**src/rtl/adder_arbiter_pkg.sv**
```systemverilog
// adder_arbiter_pkg: widths, FSM state encoding and requester indices shared
// by the adder arbiter and its round-robin picker.
// LEN_DATA may be supplied by the build; the datapath is LEN_DATA+1 bits wide.

`ifndef LEN_DATA
`define LEN_DATA 31
`endif

package adder_arbiter_pkg;

   localparam int ADDER_W     = `LEN_DATA + 1;
   localparam int ADDER_TAG_W = 4;

   typedef enum logic {
      ARB_S_ARB  = 1'b0,
      ARB_S_LOCK = 1'b1
   } arb_state_e;

   // Requester indices: port 0 is the integer ALU, port 1 the address generator.
   localparam logic ARB_REQ_ALU = 1'b0;
   localparam logic ARB_REQ_AGU = 1'b1;

   // Index to one-hot grant vector.
   function automatic logic [1:0] onehot2(input logic idx);
      return (idx == ARB_REQ_AGU) ? 2'b10 : 2'b01;
   endfunction

endpackage

```
**src/rtl/adder_arbiter_rr_arb2.sv**
```systemverilog
// rr_arb2: two-way round-robin picker. While a lock is held only the lock
// owner can be granted; otherwise a sole requester wins, and on contention the
// requester that did not win last time (i_rr) wins.

module rr_arb2
   import adder_arbiter_pkg::*;
(
   input  logic [1:0] i_valid,
   input  logic       i_rr,
   input  logic       i_lock_en,
   input  logic       i_lock_id,
   output logic [1:0] o_grant
);

   // Select at most one requester.
   always_comb begin
      // NOTE: default first so every path assigns o_grant and no latch is inferred.
      o_grant = 2'b00;
      if (i_lock_en) begin
         if (i_valid[i_lock_id]) o_grant = onehot2(i_lock_id);
      end else begin
         case (i_valid)
            2'b01, 2'b10: o_grant = i_valid;
            2'b11:        o_grant = onehot2((i_rr == ARB_REQ_ALU) ? ARB_REQ_AGU : ARB_REQ_ALU);
            default:      o_grant = 2'b00;
         endcase
      end
   end

endmodule

```
**src/rtl/adder_arbiter.sv**
```systemverilog
// adder_arbiter: shares one external combinational adder between the integer
// ALU (port 0) and the address generator (port 1). Round-robin arbitration
// with an optional lock for carry-chained multi-word sequences, an operand
// register (stage 1) driving the adder and a result register (stage 2).
// Optional build macro ADDER_ARB_SUB_EN adds req_sub: subtract beats drive
// add_b = ~b and force carry-in 1 unless chained (borrow chain via carry_q).

module adder_arbiter
   import adder_arbiter_pkg::*;
#(
   parameter int W     = ADDER_W,
   parameter int TAG_W = ADDER_TAG_W
) (
   input  logic               clk,
   input  logic               rst,
   input  logic [1:0]         req_valid,
   output logic [1:0]         req_ready,
   input  logic [1:0]         req_lock,
   input  logic [1:0]         req_chain,
   input  logic [1:0]         req_cin,
`ifdef ADDER_ARB_SUB_EN
   input  logic [1:0]         req_sub,
`endif
   input  logic [2*W-1:0]     req_a,
   input  logic [2*W-1:0]     req_b,
   input  logic [2*TAG_W-1:0] req_tag,
   output logic [W-1:0]       add_a,
   output logic [W-1:0]       add_b,
   output logic               add_cin,
   input  logic [W-1:0]       add_sum,
   input  logic               add_cout,
   output logic               rsp_valid,
   input  logic               rsp_ready,
   output logic [W-1:0]       rsp_sum,
   output logic               rsp_cout,
   output logic               rsp_id,
   output logic [TAG_W-1:0]   rsp_tag
);

   arb_state_e       r_state;
   logic             r_lock_id;
   logic             r_rr;

   logic             r_op_valid;
   logic [W-1:0]     r_op_a;
   logic [W-1:0]     r_op_b;
   logic             r_op_cin;
   logic             r_op_chain;
   logic             r_op_id;
   logic [TAG_W-1:0] r_op_tag;
`ifdef ADDER_ARB_SUB_EN
   logic             r_op_sub;
`endif
   logic             r_carry;

   logic             r_rsp_valid;
   logic [W-1:0]     r_rsp_sum;
   logic             r_rsp_cout;
   logic             r_rsp_id;
   logic [TAG_W-1:0] r_rsp_tag;

   logic [1:0]       w_grant;
   logic             w_s2_load;
   logic             w_s1_adv;
   logic             w_s1_open;
   logic             w_accept;
   logic             w_gid;

   rr_arb2 u_pick (
      .i_valid   (req_valid),
      .i_rr      (r_rr),
      .i_lock_en (r_state == ARB_S_LOCK),
      .i_lock_id (r_lock_id),
      .o_grant   (w_grant)
   );

   assign w_s2_load = !r_rsp_valid || rsp_ready;
   assign w_s1_adv  = r_op_valid && w_s2_load;
   assign w_s1_open = !r_op_valid || w_s1_adv;
   assign req_ready = (rst || !w_s1_open) ? 2'b00 : w_grant;
   assign w_accept  = |(req_valid & req_ready);
   assign w_gid     = req_ready[1];

   // carry_q is written on the same edge a beat leaves stage 1, so a chained
   // follower accepted on that edge already sees its predecessor's carry-out
   // when it reaches stage 1; back-to-back chaining needs no extra bypass.
   assign add_a = r_op_a;
`ifdef ADDER_ARB_SUB_EN
   assign add_b   = r_op_sub ? ~r_op_b : r_op_b;
   assign add_cin = r_op_chain ? r_carry : (r_op_sub | r_op_cin);
`else
   assign add_b   = r_op_b;
   assign add_cin = r_op_chain ? r_carry : r_op_cin;
`endif

   // Arbitration FSM: round-robin pointer and lock ownership.
   always_ff @(posedge clk) begin
      if (rst) begin
         // NOTE: non-blocking assignments for all state so every register sees pre-edge values.
         r_state   <= ARB_S_ARB;
         r_lock_id <= 1'b0;
         r_rr      <= 1'b0;
      end else if (w_accept) begin
         r_rr <= w_gid;
         case (r_state)
            ARB_S_ARB: begin
               if (req_lock[w_gid]) begin
                  r_state   <= ARB_S_LOCK;
                  r_lock_id <= w_gid;
               end
            end
            ARB_S_LOCK: begin
               if (!req_lock[w_gid]) r_state <= ARB_S_ARB;
            end
         endcase
      end
   end

   // Stage 1: capture the granted request's operands; record carry on advance.
   always_ff @(posedge clk) begin
      if (rst) begin
         // NOTE: payload registers are cleared too so nothing stale is visible after reset.
         r_op_valid <= 1'b0;
         r_op_a     <= '0;
         r_op_b     <= '0;
         r_op_cin   <= 1'b0;
         r_op_chain <= 1'b0;
         r_op_id    <= 1'b0;
         r_op_tag   <= '0;
`ifdef ADDER_ARB_SUB_EN
         r_op_sub   <= 1'b0;
`endif
         r_carry    <= 1'b0;
      end else begin
         if (w_s1_adv) r_carry <= add_cout;
         if (w_s1_open) begin
            r_op_valid <= w_accept;
            if (w_accept) begin
               r_op_a     <= w_gid ? req_a[2*W-1:W] : req_a[W-1:0];
               r_op_b     <= w_gid ? req_b[2*W-1:W] : req_b[W-1:0];
               r_op_cin   <= req_cin[w_gid];
               r_op_chain <= req_chain[w_gid];
               r_op_id    <= w_gid;
               r_op_tag   <= w_gid ? req_tag[2*TAG_W-1:TAG_W] : req_tag[TAG_W-1:0];
`ifdef ADDER_ARB_SUB_EN
               r_op_sub   <= req_sub[w_gid];
`endif
            end
         end
      end
   end

   // Stage 2: register the adder result whenever the output slot is free.
   always_ff @(posedge clk) begin
      if (rst) begin
         r_rsp_valid <= 1'b0;
         r_rsp_sum   <= '0;
         r_rsp_cout  <= 1'b0;
         r_rsp_id    <= 1'b0;
         r_rsp_tag   <= '0;
      end else if (w_s2_load) begin
         r_rsp_valid <= r_op_valid;
         if (r_op_valid) begin
            r_rsp_sum  <= add_sum;
            r_rsp_cout <= add_cout;
            r_rsp_id   <= r_op_id;
            r_rsp_tag  <= r_op_tag;
         end
      end
   end

   assign rsp_valid = r_rsp_valid;
   assign rsp_sum   = r_rsp_sum;
   assign rsp_cout  = r_rsp_cout;
   assign rsp_id    = r_rsp_id;
   assign rsp_tag   = r_rsp_tag;

endmodule

```
**config.mk**
```make
export PLATFORM = sky130hd
export DESIGN_NAME = adder_arbiter
export DESIGN_NICKNAME = d
export VERILOG_FILES = /design/src/rtl/adder_arbiter_pkg.sv /design/src/rtl/adder_arbiter_rr_arb2.sv /design/src/rtl/adder_arbiter.sv
export SDC_FILE = /design/constraint.sdc
export NUM_CORES = 1
export LEC_CHECK = 0
export ABC_AREA = 1
export CORE_ASPECT_RATIO = 1.2
export CORE_MARGIN = 5
export CORE_UTILIZATION = 40
export DETAILED_ROUTE_END_ITERATION = 12
export PLACE_DENSITY = 0.85
export SYNTH_ARGS = -nofsm -noshare
export SYNTH_HDL_FRONTEND = slang
export SYNTH_HIERARCHICAL = 1
export SYNTH_SLANG_ARGS = --single-unit
```
**constraint.sdc**
```tcl
create_clock -name clk -period 3.2 [get_ports clk]
set_input_delay 0.32 -clock clk [delete_from_list [all_inputs] [get_ports clk]]
set_output_delay 0.32 -clock clk [all_outputs]
set_load 0.1 [all_outputs]
```
==> flow_summary_export.csv <==
group,metric,value,unit
run_status,status,"finished clean",
clocking,clock_path_buffers,2,
yosys,yosys.area.top_type,"dfxtp_1",
flow_run,cap_viol_max_count,0,
yosys,synthCells,607,
yosys,ys_warn_count,6,
power,vdd_drop_max,297,µV
yosys,ys_seq_elements,114,
yosys,synth.most_common_cell,"nand2_1",
global_routing,grt_overflow_total,0,
clocking,hold_buffers,0,
yosys,muxShareOfSynthArea,0.233,%
yosys,synth_xor_xnor_area_share,0,%
power,p_per_area,581,mW/mm²
die,start_util,40.3,%
clocking,cts-root-buf,"clkbuf_16",
timing,setup_violations,0,
yosys,syn_area,0.00484,mm²
yosys,async_reset_ff_share,0,%
die,fp.dieW,110,µm
global_routing,use_met1,25.0,%
yosys,yosysTopAreaCellShare,47.1,%
yosys,ys_dominant_reg_cell,"dfxtp_1",
worst_setup_path,endpoint_kind,"output pin",
drt,vias,5261,
yosys,ys_types,20,
yosys,synth_compound_area_share,18.8,%
die,row_count,44,
drt,drt_wl_total,16900,µm
clocking,cts_buffers,17,
die,dieArea,0.0144,mm²
drt,drtIter0Drc,360,
drt,drt-pass1-iter-count,4,
timing,fin_skew,0.00949,ns
clocking,cts_sinks,114,
timing,max_slew_margin,29.9,%
worst_setup_path,worstPathMaxFanout,56,
timing,rsz0062_at_grt,"false",
timing,slew_violations,0,
placement,pre_cts_slack,0.850,ns
yosys,synth_commonest_cells,"nand2_1, dfxtp_1, nor2_1",
worst_setup_path,cp.required,2.88,ns
yosys,avgSynthCellArea,7.98,µm²
min_path,min-delay-path-class,"flop to flop",
yosys,ys_seq_area_share,47.1,%
layout,drive_above_1_share,6.09,%
timing,worst_slew_pin_slew,1.05,ns
timing,max_freq,437,MHz
placement,place.gp.congestion,0.849,
timing,min_period,2.29,ns
global_routing,top_usage_layer,"met2",
yosys,syn_nets,787,
yosys,synth_edf_count,0,
timing,tns,0,ns
worst_setup_path,crit_arrival,1.97,ns
power,p_total,0.00486,W
clocking,clk_pin_slew,0.05,ns
worst_setup_path,path_class,"input port to output pin",
yosys,synthAdderAreaFrac,0,%
die,die_height,131,µm
drt,viasPerCell,5.02,
global_routing,grtUsageMet2,39.5,%
clocking,cts_tree,"yes",
clocking,postCtsSetupRepairBufs,0,
timing,finalCritPeriodShare,71.5,%
layout,fin_nets,1054,
global_routing,grt_max_degree,57,
clocking,clk_latency,0.40,ns
die,io_pins,286,
layout,fillCellCount,965,
yosys,synth_top_family_by_area,"simple AND/OR/NAND/NOR gates",
global_routing,use_met3,6.96,%
global_routing,grt_usage,22.2,%
timing,layout_setup_ws,0.913,ns
placement,dpl.hpwl,12400,µm
global_routing,antenna_found_initial,0,
yosys,synth_area_leaders,"dfxtp_1, o211a_1, nand2_1",
layout,syn_to_final_growth,72.6,%
worst_setup_path,cp-start-kind,"input port",
layout,n_antenna_cell,0,
clocking,htree_levels,4,
drt,route.detailed.drc,0,
yosys,synth-simple-area-share,27.3,%
power,p_leak,3.75,nW
timing,hold_violations,0,
global_routing,grt_pass1_vias,4988,
clocking,post_cts_resized,0,
placement,io_buffers,285,
die,core_area,0.0120,mm²
drt,ant_nets,0,
drt,wl_per_cell,16.2,µm
global_routing,grt_first_pass_wirelength,25800,µm
==> placed cells by master (no fill, tap or decap), types with 4 or more instances in the layout <==
cell | synthesis | layout
buf_4 | 0 | 11
nand3_1 | 72 | 72
clkdlybuf4s50_1 | 0 | 281
o21ai_0 | 37 | 37
nand2_1 | 159 | 159
dfxtp_1 | 114 | 114
a21oi_1 | 4 | 4
clkbuf_16 | 0 | 17
nor2_1 | 81 | 81
clkinv_2 | 1 | 7
buf_12 | 0 | 5
inv_1 | 8 | 8
o211a_1 | 70 | 70
==> cell type report <==
type	instances	area, µm²	share of cell area (%)
clock buffer	22	474	5.68
clock inverter	10	108	1.29
inverter	12	47.5	0.569
multi-input combinational	432	2250	26.9
sequential	114	2280	27.3
tap	161	201	2.41
timing repair buffer	297	3000	35.8
==> path summary, 6_finish.rpt <==
path / startpoint / endpoint / slack, ns / cells past startpoint
worst min register to register: r_op_id / r_op_id / 0.47 / 2
worst min-delay path: r_op_id / r_op_id / 0.47 / 2
worst max register to register: r_state / r_op_tag[0] / 1.18 / 9
worst max-delay path: rst / req_ready[0] / 0.91 / 5
==> state kept, by name, summed over array words and instances, names as in the netlist, 4 cells and up <==
signal and cells:
add_a 32, add_b 32, rsp_sum 32, r_op_tag 4
rsp_tag 4
==> critical path: stages <==
cell and delay, ns:
clkdlybuf4s50_1 0.51, clkinv_2 0.14, buf_4 0.49, and3_1 0.31
buf_12 0.19
==> power breakdown <==
part	total [W]	switching (W)	internal (W)
clock	0.00185	0.000647	0.00120
combinational	0.00143	0.000961	0.000468
sequential	0.00158	0.0000555	0.00152
total	0.00486	0.00166	0.00319
==> stage by stage <==
step / hold slack, ns / utilization, % / std cells / instance area (µm²)
after global placement: 0.451 / 64.8 / 1016 / 7770
after CTS: 0.468 / 69.6 / 1048 / 8360
after global routing: 0.481 / 69.6 / 1048 / 8360
after detailed placement: 0.459 / 64.8 / 1016 / 7770
after floorplan: 0.389 / - / 607 / 4840
final: 0.472 / 69.6 / 1048 / 8360
==> cell families (layout without fill, tap and decap cells) <==
family | count (synthesis) | after routing
buffers and inverters | 61 | 341
flip-flops | 114 | 114
AO/OA/AOI/OAI | 112 | 112
AND/OR/NAND/NOR | 319 | 319
multiplexers | 1 | 1
==> per-layer routing <==
metal	part of all wire, %	up-vias
li1	-	2578
met1	40	2446
met2	50	205
met3	6.8	32
met5	0	-
met4	3.1	0
(Power assumes the default switching activity.)
